==> config.mk <==
export PLATFORM = sky130hd
export DESIGN_NAME = digit_counter_n_flat
export DESIGN_NICKNAME = d
export VERILOG_FILES = /design/src/rtl/digit_counter_n_if.sv /design/src/rtl/digit_counter_n.sv /design/src/flat_wrapper.sv
export SDC_FILE = /design/constraint.sdc
export NUM_CORES = 1
export LEC_CHECK = 0
export ABC_CLOCK_PERIOD_IN_PS = 2500
export BUFFER_PORTS_ARGS = -buffer_cell sky130_fd_sc_hd__buf_2
export CAP_MARGIN = 20
export CORE_AREA = 2 2 46 48
export DETAILED_ROUTE_END_ITERATION = 10
export DIE_AREA = 0 0 48 50
export PLACE_DENSITY = 0.75
export REMOVE_ABC_BUFFERS = 1
export SYNTH_ARGS = -nofsm -noshare
export SYNTH_HDL_FRONTEND = slang
export SYNTH_SLANG_ARGS = --single-unit
==> constraint.sdc <==
create_clock -name CLK_IN -period 2.5 [get_ports CLK_IN]
set_input_delay 0.125 -clock CLK_IN [delete_from_list [all_inputs] [get_ports CLK_IN]]
set_output_delay 0.125 -clock CLK_IN [all_outputs]
set_load 0.02 [all_outputs]
==> src/rtl/digit_counter_n_if.sv <==
// Control and display bundle of one counter digit: gate, tick, preset and mode in;
// registered digit, wrap strobe, saturation flag and 7-segment lines out.
interface digit_counter_n_if #(
  parameter int WIDTH = 4
);
  logic             G;
  logic             A;
  logic             TICK;
  logic             P;
  logic             UP;
  logic             HOLD_AT_END;
  logic [WIDTH-1:0] VALUE;
  logic             TC_OUT;
  logic             END_FLAG;
  logic             aus, bus, cus, dus, eus, fus, gus;

  modport master (
    output G, A, TICK, P, UP, HOLD_AT_END,
    input  VALUE, TC_OUT, END_FLAG, aus, bus, cus, dus, eus, fus, gus
  );

  modport slave (
    input  G, A, TICK, P, UP, HOLD_AT_END,
    output VALUE, TC_OUT, END_FLAG, aus, bus, cus, dus, eus, fus, gus
  );
endinterface

==> src/rtl/digit_counter_n.sv <==
// Synchronous modulo-N up/down digit with preset, saturate-at-end mode and 7-segment decode.
// Cascades via a registered one-cycle TC_OUT strobe into the next stage's TICK.
module digit_counter_n #(
  parameter int MODULUS = 10,
  parameter int WIDTH   = 4,
  parameter int PRESET  = 9
) (
  input  logic             CLK_IN,
  input  logic             RST_N,
  digit_counter_n_if.slave bus_if
);
  localparam logic [0:0]       ST_RUN = 1'b0;
  localparam logic [0:0]       ST_SAT = 1'b1;
  localparam logic [WIDTH-1:0] V_MAX  = WIDTH'(MODULUS - 1);
  localparam logic [WIDTH-1:0] V_ZERO = '0;
  localparam logic [WIDTH-1:0] V_ONE  = WIDTH'(1);
  localparam logic [WIDTH-1:0] V_PRE  = WIDTH'(PRESET);

  logic [WIDTH-1:0] value_q, value_d;
  logic [WIDTH-1:0] next_val, term_val;
  logic             tc_q, tc_d;
  logic [0:0]       state_q, state_d;
  logic             step;
  logic [6:0]       seg;

  assign step = bus_if.TICK & (bus_if.G | bus_if.A);

  // Wrap is an explicit compare so non-power-of-two moduli never rely on overflow.
  always_comb begin
    term_val = bus_if.UP ? V_MAX : V_ZERO;
    if (bus_if.UP) begin
      next_val = (value_q == V_MAX) ? V_ZERO : value_q + V_ONE;
    end else begin
      next_val = (value_q == V_ZERO) ? V_MAX : value_q - V_ONE;
    end
  end

  always_comb begin
    value_d = value_q;
    state_d = state_q;
    tc_d    = 1'b0;
    if (bus_if.P) begin
      value_d = V_PRE;
      state_d = ST_RUN;
    end else if (state_q == ST_SAT) begin
      if (!bus_if.HOLD_AT_END) begin
        state_d = ST_RUN;
      end
    end else if (step) begin
      if (bus_if.HOLD_AT_END) begin
        // Sitting on the terminal value (e.g. after a preset) saturates without moving.
        if (value_q != term_val) begin
          value_d = next_val;
        end
        if ((value_q == term_val) || (next_val == term_val)) begin
          state_d = ST_SAT;
        end
      end else begin
        value_d = next_val;
        tc_d    = (value_q == term_val);
      end
    end
  end

  always_ff @(posedge CLK_IN or negedge RST_N) begin
    if (!RST_N) begin
      value_q <= '0;
      tc_q    <= 1'b0;
      state_q <= ST_RUN;
    end else begin
      value_q <= value_d;
      tc_q    <= tc_d;
      state_q <= state_d;
    end
  end

  // Segment order {a,b,c,d,e,f,g}, active-high.
  always_comb begin
    seg = 7'b0000000;
    case (int'(value_q))
      0:       seg = 7'b1111110;
      1:       seg = 7'b0110000;
      2:       seg = 7'b1101101;
      3:       seg = 7'b1111001;
      4:       seg = 7'b0110011;
      5:       seg = 7'b1011011;
      6:       seg = 7'b1011111;
      7:       seg = 7'b1110000;
      8:       seg = 7'b1111111;
      9:       seg = 7'b1111011;
      10:      seg = 7'b1110111;
      11:      seg = 7'b0011111;
      12:      seg = 7'b1001110;
      13:      seg = 7'b0111101;
      14:      seg = 7'b1001111;
      15:      seg = 7'b1000111;
      default: seg = 7'b0000000;
    endcase
  end

  assign bus_if.VALUE    = value_q;
  assign bus_if.TC_OUT   = tc_q;
  assign bus_if.END_FLAG = (state_q == ST_SAT);
  assign {bus_if.aus, bus_if.bus, bus_if.cus, bus_if.dus,
          bus_if.eus, bus_if.fus, bus_if.gus} = seg;
endmodule

==> src/flat_wrapper.sv <==
// flat-port wrapper written by rule: the top's interface ports become plain ports
module digit_counter_n_flat 
#(
  parameter int MODULUS = 10,
  parameter int WIDTH   = 4,
  parameter int PRESET  = 9
)
  (CLK_IN, RST_N, bus_if_G, bus_if_A, bus_if_TICK, bus_if_P, bus_if_UP, bus_if_HOLD_AT_END, bus_if_VALUE, bus_if_TC_OUT, bus_if_END_FLAG, bus_if_aus, bus_if_bus, bus_if_cus, bus_if_dus, bus_if_eus, bus_if_fus, bus_if_gus);
  digit_counter_n_if #(.WIDTH(WIDTH)) bus_if_i ();
  input  logic CLK_IN;
  input  logic RST_N;
  input wire logic [$bits(bus_if_i.G)-1:0] bus_if_G;
  input wire logic [$bits(bus_if_i.A)-1:0] bus_if_A;
  input wire logic [$bits(bus_if_i.TICK)-1:0] bus_if_TICK;
  input wire logic [$bits(bus_if_i.P)-1:0] bus_if_P;
  input wire logic [$bits(bus_if_i.UP)-1:0] bus_if_UP;
  input wire logic [$bits(bus_if_i.HOLD_AT_END)-1:0] bus_if_HOLD_AT_END;
  output wire logic [$bits(bus_if_i.VALUE)-1:0] bus_if_VALUE;
  output wire logic [$bits(bus_if_i.TC_OUT)-1:0] bus_if_TC_OUT;
  output wire logic [$bits(bus_if_i.END_FLAG)-1:0] bus_if_END_FLAG;
  output wire logic [$bits(bus_if_i.aus)-1:0] bus_if_aus;
  output wire logic [$bits(bus_if_i.bus)-1:0] bus_if_bus;
  output wire logic [$bits(bus_if_i.cus)-1:0] bus_if_cus;
  output wire logic [$bits(bus_if_i.dus)-1:0] bus_if_dus;
  output wire logic [$bits(bus_if_i.eus)-1:0] bus_if_eus;
  output wire logic [$bits(bus_if_i.fus)-1:0] bus_if_fus;
  output wire logic [$bits(bus_if_i.gus)-1:0] bus_if_gus;
  assign bus_if_i.G = bus_if_G;
  assign bus_if_i.A = bus_if_A;
  assign bus_if_i.TICK = bus_if_TICK;
  assign bus_if_i.P = bus_if_P;
  assign bus_if_i.UP = bus_if_UP;
  assign bus_if_i.HOLD_AT_END = bus_if_HOLD_AT_END;
  assign bus_if_VALUE = bus_if_i.VALUE;
  assign bus_if_TC_OUT = bus_if_i.TC_OUT;
  assign bus_if_END_FLAG = bus_if_i.END_FLAG;
  assign bus_if_aus = bus_if_i.aus;
  assign bus_if_bus = bus_if_i.bus;
  assign bus_if_cus = bus_if_i.cus;
  assign bus_if_dus = bus_if_i.dus;
  assign bus_if_eus = bus_if_i.eus;
  assign bus_if_fus = bus_if_i.fus;
  assign bus_if_gus = bus_if_i.gus;
  digit_counter_n #(.MODULUS(MODULUS), .WIDTH(WIDTH), .PRESET(PRESET)) u_core (.CLK_IN(CLK_IN), .RST_N(RST_N), .bus_if(bus_if_i));
endmodule
==> results of run 1 <==
[metal layers]
layer	vias to the layer above	GRT usage	share of wire
li1	402	-	-
met1	370	0.2089	0.44
met2	32	0.2889	0.49
met3	5	0.01099	0.045
met4	0	0.1306	0.024
met5	-	0	0
[final cells by class]
cell class | count | area (sq um)
Inverter | 5 | 18.77
Sequential cell | 6 | 150.1
Clock buffer | 3 | 22.52
Tap cell | 27 | 33.78
Timing Repair Buffer | 22 | 117.6
Fill cell | 201 | 970.9
Multi-Input combinational cell | 82 | 588.1
[cells by family (layout without fill, tap and decap cells)]
group | after synthesis | after routing | share of synthesized area
AO/OA/AOI/OAI | 35 | 35 | 0.3114
adder cells (fa/ha/maj) | 8 | 8 | 0.1252
buffers and inverters | 12 | 30 | 0.07668
flip-flops | 6 | 6 | 0.1878
multiplexers | 5 | 5 | 0.06416
AND/OR/NAND/NOR | 34 | 34 | 0.2347
[worst min-delay path by stage]
stage | to | from
finish | u_core.bus_if.TC_OUT | bus_if_HOLD_AT_END
global route | u_core.bus_if.TC_OUT | bus_if_HOLD_AT_END
CTS | u_core.bus_if.TC_OUT | bus_if_HOLD_AT_END
detailed placement | u_core.bus_if.VALUE[0] | RST_N
global placement | u_core.bus_if.VALUE[1] | RST_N
floorplan | u_core.bus_if.END_FLAG | RST_N
[power by group]
part	internal [mW]	total, mW	switching (mW)
logic	0.105	0.252	0.147
registers	0.105	0.135	0.0301
clock network	0.0547	0.0956	0.0409
total	0.265	0.483	0.218
[registers in the layout, indices dropped and copies added (netlist names)]
register,flops
u_core.bus_if.TC_OUT,1
u_core.bus_if.END_FLAG,1
u_core.bus_if.VALUE,4
[repair_timing]
action / 4_1_cts / 5_1_grt
buffers inserted: 0 / 0
hold buffers: 1 / 0
endpoints found under the hold margin: 6 / 0
[cells in the final DEF (no fill, tap or decap), drive strengths merged, types with 2 or more instances in the layout]
| cell | instances |
|---|---|
| buf | 21 |
| nor2 | 8 |
| ha | 8 |
| o21ai | 7 |
| a21oi | 7 |
| nand2 | 6 |
| dfrtp | 6 |
| inv | 5 |
| nor2b | 4 |
| a22oi | 4 |
| mux2i | 4 |
| nor3 | 4 |
| nand2b | 3 |
| a31oi | 3 |
| clkbuf | 3 |
| nand3b | 2 |
| a211oi | 2 |
| a21bo | 2 |
| nand3 | 2 |
| o21a | 2 |
| o211ai | 2 |
[worst max-delay path: stages, from the launching register on]
cell	delay, ns
sky130_fd_sc_hd__dfrtp_1	0.50
sky130_fd_sc_hd__inv_1	0.18
sky130_fd_sc_hd__ha_1	0.28
sky130_fd_sc_hd__mux2_2	0.28
sky130_fd_sc_hd__a21oi_1	0.13
sky130_fd_sc_hd__buf_2	0.18
[per-stage QoR]
stage	total power [mW]	std cells	instance area, sq um
2_1_floorplan	0.3089	93	757.0
3_3_place_gp	0.3804	141	898.4
3_5_place_dp	0.3855	141	898.4
4_1_cts	0.4850	145	930.9
5_1_grt	0.5178	145	930.9
6_report	0.4830	145	930.9
==> results_dict.tcl, run 1 <==
set metrics [dict create \
    run_status "complete, no violations" \
    fmax_mhz 517.0 \
    final.min_clock_period_ns 1.934 \
    crit_start "u_core.bus_if.VALUE[1]" \
    totalWireLength_mm 1.963 \
    ctsHtreeMaxLevel 1 \
    critical_path_launch_point_type "register" \
    final.hold.worst_slack_ns 0.06891 \
    io_port_bufs 20 \
    layout-area-overhead-vs-synth_pct 16.43 \
    layout-drive-gt1-share 0.2712 \
    dpl_worst_slack_ns 0.6023 \
    r2r_end "u_core.bus_if.VALUE[2]" \
    p_leak_nw 0.4336 \
    count_of_cells_along_the_worst_hold_path 2 \
    powerDensity_nw_per_um2 518.8 \
    drc 0 \
    grt_pass1_vias 716 \
    grt_overflow 0 \
    synth_area_leaders "sky130_fd_sc_hd__dfrtp_1, sky130_fd_sc_hd__ha_1, sky130_fd_sc_hd__mux2i_1" \
    worstHoldPathType "input port to register" \
    timing.setup.critical_path_class "register to output pin" \
    die_w_microns 48 \
    worstSkewPairLatency_ns 0.26 \
    worst_setup_hold_path_clk_slew_ns 0.05 \
    synth_sequential_area_ratio 0.1878 \
    floorplan.die_area_sq_um 2400 \
    async_reset_ff_frac 1.000 \
    setup_total_negative_slack_ns 0 \
    numClockSinks 6 \
    place_hpwl_mm 1.446 \
    cp_required_ns 2.38 \
    max-cap-violations 0 \
    grt_first_pass_wirelength_mm 3.036 \
    worstMarginPinSlew_ns 0.7160 \
    antenna_cells 0 \
    count_of_final_max_slew_check_failures 0 \
    num_io_pins 21 \
    drt-initial-drc-count 14 \
    synth-seq-cells 6 \
    clockBufferDepth 2 \
    synth_top_flop_cell "sky130_fd_sc_hd__dfrtp_1" \
    post-synth-top-area-cell "sky130_fd_sc_hd__dfrtp_1" \
    antenna_found_initial 0 \
    synth_cell_types 37 \
    ff2ff_setup_slack_ns 0.58 \
    synthDominantCellAreaShare 0.1878 \
    core_sq_um 1902 \
    ant_nets 0 \
    grt_usage 0.1790 \
    critical_path_at_ns 1.81 \
    die_h_microns 50 \
    firstDrtPassIters 4 \
    wl_per_cell_microns 13.54 \
    synthesis.instances 100 \
    setup.worst_path.end_class "output pin" \
    final_core_utilization 0.4895 \
    synth_warnings 0 \
    setup_slack_ns 0.5656 \
    synth.avg_cell_area_sq_um 7.995 \
    fin_worst_skew_ns 0.01048 \
    final-setup-viol-count 0 \
    nNetsFinal 136 \
    peakVddDrop_mv 0.2225 \
    synth_top_cells_by_count "sky130_fd_sc_hd__ha_1, sky130_fd_sc_hd__nor2_1, sky130_fd_sc_hd__a21oi_1, sky130_fd_sc_hd__o21ai_0" \
    cts-root-buf "sky130_fd_sc_hd__clkbuf_4" \
    num_vias 809 \
    worstReg2RegStart "u_core.bus_if.VALUE[1]" \
    cts_resizes 0 \
    cts_tree "yes" \
    max_slew_margin 0.5226 \
    synth_enable_flop_cells 0 \
    period_share 0.7737 \
    initial_utilization 0.4204 \
    routability_congestion_estimate_from_global_placement 0.8895 \
    grt_max_degree 24 \
    path_max_fanout 10 \
    syn-cell-area_sq_um 799.5 \
    r2r_cells 5 \
    cts_buffers 3 \
    hold_viol 0 \
    grt_setup_unrepaired "false" \
    viasPerCell 5.579 \
    critical_path_end "bus_if_fus" \
    placementRows 16 \
]
Power figures use the tool's default switching activity.
==> run 2: changes to the inputs <==
--- a/config.mk
+++ b/config.mk
@@ -5,13 +5,14 @@
 export SDC_FILE = /design/constraint.sdc
 export NUM_CORES = 1
 export LEC_CHECK = 0
-export ABC_CLOCK_PERIOD_IN_PS = 2500
+export ABC_AREA = 1
+export ABC_CLOCK_PERIOD_IN_PS = 1700
 export BUFFER_PORTS_ARGS = -buffer_cell sky130_fd_sc_hd__buf_2
 export CAP_MARGIN = 20
-export CORE_AREA = 2 2 46 48
+export CORE_AREA = 2 2 44 46
 export DETAILED_ROUTE_END_ITERATION = 10
-export DIE_AREA = 0 0 48 50
-export PLACE_DENSITY = 0.75
+export DIE_AREA = 0 0 46 48
+export PLACE_DENSITY = 0.79
 export REMOVE_ABC_BUFFERS = 1
 export SYNTH_ARGS = -nofsm -noshare
 export SYNTH_HDL_FRONTEND = slang
==> constraint.sdc (replaced) <==
create_clock -name CLK_IN -period 1.7 [get_ports CLK_IN]
set_input_delay 0.085 -clock CLK_IN [delete_from_list [all_inputs] [get_ports CLK_IN]]
set_output_delay 0.085 -clock CLK_IN [all_outputs]
set_load 0.02 [all_outputs]
==> results_dict.tcl, run 2 <==
set metrics [dict create \
    run_status "complete, no violations" \
    routability_congestion_estimate_from_global_placement 0.8170 \
    synth_top_cells_by_count "sky130_fd_sc_hd__nand2_1, sky130_fd_sc_hd__inv_1, sky130_fd_sc_hd__nor2_1" \
    place_hpwl_mm 1.453 \
    finish.cell_count_without_fillers 150 \
    post-synth-top-area-cell "sky130_fd_sc_hd__dfrtp_1" \
    max-cap-violations 0 \
    worst_setup_hold_path_clk_slew_ns 0.04 \
    io_port_bufs 20 \
    final_core_utilization 0.5489 \
    final-setup-viol-count 0 \
    synth_sequential_area_ratio 0.2062 \
    period_share 0.9528 \
    fmax_mhz 617.4 \
    core_sq_um 1689 \
    ctsHtreeMaxLevel 1 \
    ff2ff_setup_slack_ns 0.15 \
    grt_usage 0.1931 \
    wirelength_met1_microns 783 \
    drt-initial-drc-count 13 \
    cts-root-buf "sky130_fd_sc_hd__clkbuf_4" \
    synth_top_flop_cell "sky130_fd_sc_hd__dfrtp_1" \
    layout.cell_area.non_filler_sq_um 927.1 \
    grt_pass1_vias 773 \
    total_met3_wirelength_after_detailed_routing_microns 116 \
    wl_met2_microns 952 \
    highest_layer "met4" \
    num_vias 798 \
    cts_tree "yes" \
    firstDrtPassIters 5 \
    peakVddDrop_mv 0.8417 \
    critical_path_at_ns 1.53 \
    critical_path_launch_point_type "register" \
    r2r_end "u_core.bus_if.END_FLAG" \
    clockBufferDepth 2 \
    grt_setup_unrepaired "false" \
    totalWireLength_mm 1.879 \
    wl_per_cell_microns 12.53 \
    most_frequent_standard_cell_in_the_layout_excluding_fill_and_tap_cells "sky130_fd_sc_hd__nand2_1" \
    grt_first_pass_wirelength_mm 3.125 \
    synth_warnings 0 \
    grt_overflow 0 \
    layout.filler_cells 172 \
    die_w_microns 46 \
    p_leak_nw 0.4815 \
    nNetsFinal 151 \
    antenna_found_initial 0 \
    viasPerCell 5.320 \
    worstMarginPinSlew_ns 0.3145 \
    synth_cell_types 27 \
    most-common-layout-cells "sky130_fd_sc_hd__nand2_1, sky130_fd_sc_hd__buf_2, sky130_fd_sc_hd__inv_1" \
    synth_most_common_cell "sky130_fd_sc_hd__nand2_1" \
    syn-cell-area_sq_um 728.2 \
    count_of_cells_along_the_worst_hold_path 2 \
    ant_nets 0 \
    hold_path_endpoint "u_core.bus_if.TC_OUT" \
    numClockSinks 6 \
    critical_path.cell_chain "inv_2 > buf_4 > ha_1 > o21ai_0 > o22a_1 > buf_2" \
    crit_path_top_delay_cell "sky130_fd_sc_hd__dfrtp_1" \
    timing.setup.critical_path_class "register to output pin" \
    cts_buffers 3 \
    max_slew_margin 0.7881 \
    drc 0 \
    synth-seq-cells 6 \
    final.hold.worst_slack_ns 0.05473 \
    startpoint_of_the_most_critical_hold_path "bus_if_HOLD_AT_END" \
    async_reset_ff_frac 1.000 \
    num_io_pins 21 \
    floorplan.die_area_sq_um 2208 \
    cp_required_ns 1.62 \
    grt_max_degree 13 \
    path_max_fanout 6 \
    largest_reg_flops 4 \
    dpl-instance-area_sq_um 845.8 \
    fin_worst_skew_ns 0.001894 \
    placementRows 15 \
    r2r_cells 12 \
    synth_enable_flop_cells 0 \
    setup.worst_path.end_class "output pin" \
    antenna_cells 0 \
    layout-drive-gt1-share 0.3609 \
    initial_utilization 0.4311 \
    synth_area_leaders "sky130_fd_sc_hd__dfrtp_1, sky130_fd_sc_hd__ha_1, sky130_fd_sc_hd__nand2_1" \
    synthesis.instances 106 \
    synth.avg_cell_area_sq_um 6.870 \
    synthDominantCellAreaShare 0.2062 \
    largest_incremental_delay_on_the_critical_path_ns 0.37 \
    worstHoldPathType "input port to register" \
    count_of_final_max_slew_check_failures 0 \
    worstReg2RegStart "u_core.bus_if.VALUE[0]" \
    hold_viol 0 \
    powerDensity_nw_per_um2 1554 \
    worstSkewPairLatency_ns 0.24 \
    layout-area-overhead-vs-synth_pct 27.32 \
    die_h_microns 48 \
    final.min_clock_period_ns 1.620 \
    dpl.cell_count 144 \
]
run 2: cell types whose count changed after synthesis, sizes merged, moves of 4 or more:
cell | before | now
a21oi | 7 | 3
inv | 5 | 15
mux2i | 4 | 0
nand2 | 6 | 28
nand3 | 2 | 9
nand4 | 0 | 5
nor2b | 4 | 0
nor3 | 4 | 0
o21ai | 7 | 11
run 2: worst max path at each step:
stage	start	slack, ns	end
floorplan	u_core.bus_if.VALUE[0]	-0.19	u_core.bus_if.END_FLAG
global placement	u_core.bus_if.VALUE[1]	0.13	u_core.bus_if.END_FLAG
detailed placement	u_core.bus_if.VALUE[1]	0.03	u_core.bus_if.END_FLAG
CTS	u_core.bus_if.VALUE[1]	0.01	u_core.bus_if.END_FLAG
global route	u_core.bus_if.VALUE[0]	0.005	u_core.bus_if.END_FLAG
finish	u_core.bus_if.VALUE[0]	0.08	bus_if_dus
run 2: where the power goes:
part,total (mW),internal (mW),switching (mW)
sequential,0.252,0.179,0.0728
combinational,1.06,0.400,0.662
clock,0.126,0.0795,0.0470
run 2: cell families (layout without fill, tap and decap cells):
group | Yosys count | count (layout) | share of synthesized area
buffers and inverters | 18 | 45 | 0.1271
and+or+nand+nor | 54 | 54 | 0.3574
DFF | 6 | 6 | 0.2062
AOI/OAI and AO/OA | 20 | 20 | 0.1718
adders and majority gates | 8 | 8 | 0.1375
run 2: per-layer routing:
layer | track usage | up-vias
met5 | 0 | -
met1 | 0.1892 | 358
met3 | 0.03774 | 2
li1 | - | 408
met4 | 0.08000 | 0
met2 | 0.3889 | 30
run 2: final cells by class:
| type | count | area, sq um | area share |
|---|---|---|---|
| multi-input combinational | 82 | 513.0 | 0.5533 |
| clock buffer | 3 | 22.52 | 0.02429 |
| sequential | 6 | 152.6 | 0.1646 |
| timing repair buffer | 27 | 158.9 | 0.1714 |
| inverter | 15 | 58.81 | 0.06343 |
| tap | 17 | 21.27 | 0.02294 |
run 2: what timing repair did:
item	4_1_cts	5_1_grt
hold buffers	1	0
hold endpoints to repair	6	0
setup endpoints to repair	1	5
resized for setup	2	12
setup buffers	0	2
pin swaps	0	1
gates cloned	0	0
run 2: worst max-delay path: cells and delay by family, from the launching register on:
| kind | cells | cell delay, ns |
|---|---|---|
| AOI/OAI and AO/OA | 2 | 0.34 |
| adders and majority gates | 1 | 0.20 |
| buffers and inverters | 3 | 0.39 |
| DFF | 1 | 0.37 |
run 2: per-stage QoR:
stage | power (mW) | setup TNS [ns] | setup WS (ns)
after floorplan | 0.9076 | -0.1994 | -0.1877
final | 1.440 | 0 | 0.08028
after detailed placement | 1.221 | 0 | 0.02567
after CTS | 1.356 | 0 | 0.01494
after global placement | 1.183 | 0 | 0.1336
after global routing | 1.578 | 0 | 0.005195
==> run 3: changes to the inputs <==
--- a/config.mk
+++ b/config.mk
@@ -10,6 +10,7 @@
 export BUFFER_PORTS_ARGS = -buffer_cell sky130_fd_sc_hd__buf_2
 export CAP_MARGIN = 20
 export CORE_AREA = 2 2 44 46
+export CTS_BUF_LIST = sky130_fd_sc_hd__clkbuf_8
 export DETAILED_ROUTE_END_ITERATION = 10
 export DIE_AREA = 0 0 46 48
 export PLACE_DENSITY = 0.79
==> results_dict.tcl, run 3 (synthesis gave the netlist of run 2 again) <==
set metrics [dict create \
    run_status "complete, no violations" \
    core_sq_um 1689 \
    floorplan.die_area_sq_um 2208 \
    path_max_fanout 6 \
    finish.cell_count_without_fillers 150 \
    placementRows 15 \
    dpl.cell_count 144 \
    totalWireLength_mm 1.872 \
    firstDrtPassIters 5 \
    power.clock.fraction 0.136 \
    grt_max_degree 13 \
    final_core_utilization 0.5585 \
    initial_utilization 0.4311 \
    num_vias 796 \
    setup.worst_path.end_class "output pin" \
    num_io_pins 21 \
    cts_tree "yes" \
    max-cap-violations 0 \
    clockBufferDepth 2 \
    critical_path_launch_point_type "register" \
    max_slew_margin 0.7881 \
    routability_congestion_estimate_from_global_placement 0.8170 \
    die_w_microns 46 \
    cp_num_buf_inv 3 \
    count_of_final_max_slew_check_failures 0 \
    grt_pass1_vias 752 \
    dpl-instance-area_sq_um 845.8 \
    ctsHtreeMaxLevel 1 \
    final.hold.worst_slack_ns 0.08043 \
    p_total_mw 1.514 \
    antenna_cells 0 \
    cts-root-buf "sky130_fd_sc_hd__clkbuf_8" \
    layout-area-overhead-vs-synth_pct 29.55 \
    layout.cell_area.non_filler_sq_um 943.4 \
    grt_usage 0.1886 \
    fmax_mhz 626.3 \
    timing.setup.critical_path_class "register to output pin" \
    largest_incremental_delay_on_the_critical_path_ns 0.36 \
    cp_required_ns 1.62 \
    power.internal_mw 0.7288 \
    sequentialPowerShare 0.167 \
    viasPerCell 5.307 \
    power.share.switching 0.5188 \
    layout-drive-gt1-share 0.3534 \
    nNetsFinal 151 \
    fin_worst_skew_ns 0.0002671 \
    worstMarginPinSlew_ns 0.3145 \
    peakVddDrop_mv 1.049 \
    largest_reg_flops 4 \
    drc 0 \
    drt-initial-drc-count 13 \
    cts_buffers 3 \
    final.min_clock_period_ns 1.597 \
    die_h_microns 48 \
    io_port_bufs 20 \
    comb_power_share 0.697 \
    period_share 0.9392 \
    power.switching_mw 0.7856 \
    critical_path.cell_chain "inv_2 > buf_4 > ha_1 > o21ai_0 > o22a_1 > buf_2" \
    powerDensity_nw_per_um2 1605 \
    worstHoldPathType "input port to register" \
    place_hpwl_mm 1.453 \
    critical_path_at_ns 1.51 \
    worstSkewPairLatency_ns 0.22 \
    final-setup-viol-count 0 \
    ant_nets 0 \
    most-common-layout-cells "sky130_fd_sc_hd__nand2_1, sky130_fd_sc_hd__buf_2, sky130_fd_sc_hd__inv_1" \
    wl_per_cell_microns 12.48 \
    numClockSinks 6 \
    layout.filler_cells 170 \
    critPathTopFamily "buffers and inverters" \
    grt_first_pass_wirelength_mm 3.077 \
    hold_viol 0 \
    most_frequent_standard_cell_in_the_layout_excluding_fill_and_tap_cells "sky130_fd_sc_hd__nand2_1" \
    crit_path_top_delay_cell "sky130_fd_sc_hd__dfrtp_1" \
    grt_overflow 0 \
    worst_setup_hold_path_clk_slew_ns 0.03 \
    antenna_found_initial 0 \
    p_leak_nw 0.4894 \
]
-- run 3: cell counts in the layout (fill, tap and decap cells not counted) --
Identical to the previous run, type by type.
-- run 3: through the flow --
| stage | worst slack, ns | setup TNS, ns |
|---|---|---|
| detailed placement | 0.02567 | 0 |
| global placement | 0.1336 | 0 |
| CTS | 0.01627 | 0 |
| floorplan | -0.1877 | -0.1994 |
| finish | 0.1033 | 0 |
| global route | -0.002823 | -0.002823 |
-- run 3: layout make-up --
class                      count  area, sq um  share of cell area
multi-input combinational     82        510.5              0.5411
sequential                     6        152.6              0.1618
clock buffer                   3        41.29             0.04377
tap                           17        21.27             0.02255
inverter                      15        58.81             0.06233
timing repair buffer          27        158.9              0.1684
-- run 3: what timing repair did --
| action | in CTS | in global routing |
|---|---|---|
| endpoints found under the hold margin | 6 | 0 |
| hold buffers | 1 | 0 |
| resized for setup | 0 | 13 |
| endpoints found under the setup margin | 0 | 4 |
| buffers inserted | 0 | 2 |
-- run 3: final timing paths --
kind,from,to,slack (ns),cells past startpoint
min in group asynchronous,RST_N,u_core.bus_if.TC_OUT,0.22,2
hold reg to reg,u_core.bus_if.END_FLAG,u_core.bus_if.END_FLAG,0.57,2
max in group asynchronous,RST_N,u_core.bus_if.VALUE[3],1.33,2
setup / recovery,u_core.bus_if.VALUE[0],bus_if_dus,0.10,6
setup reg to reg,u_core.bus_if.VALUE[0],u_core.bus_if.END_FLAG,0.15,12
hold / removal,bus_if_HOLD_AT_END,u_core.bus_if.TC_OUT,0.08,2
-- run 3: routing by layer --
layer | global-route usage | vias up | share of wire
met1 | 0.1941 | 358 | 0.42
met3 | 0.03774 | 2 | 0.064
met2 | 0.3750 | 29 | 0.50
li1 | - | 407 | -
met5 | 0 | - | 0
met4 | 0.06286 | 0 | 0.013
-- run 3: power groups by stage --
stage / registers [mW] / clock network [mW] / logic (mW)
finish: 0.253 / 0.206 / 1.06
floorplan: 0.306 / 0 / 0.601
CTS: 0.244 / 0.209 / 0.980
detailed placement: 0.246 / 0 / 0.975
global placement: 0.242 / 0 / 0.941
global route: 0.260 / 0.220 / 1.18
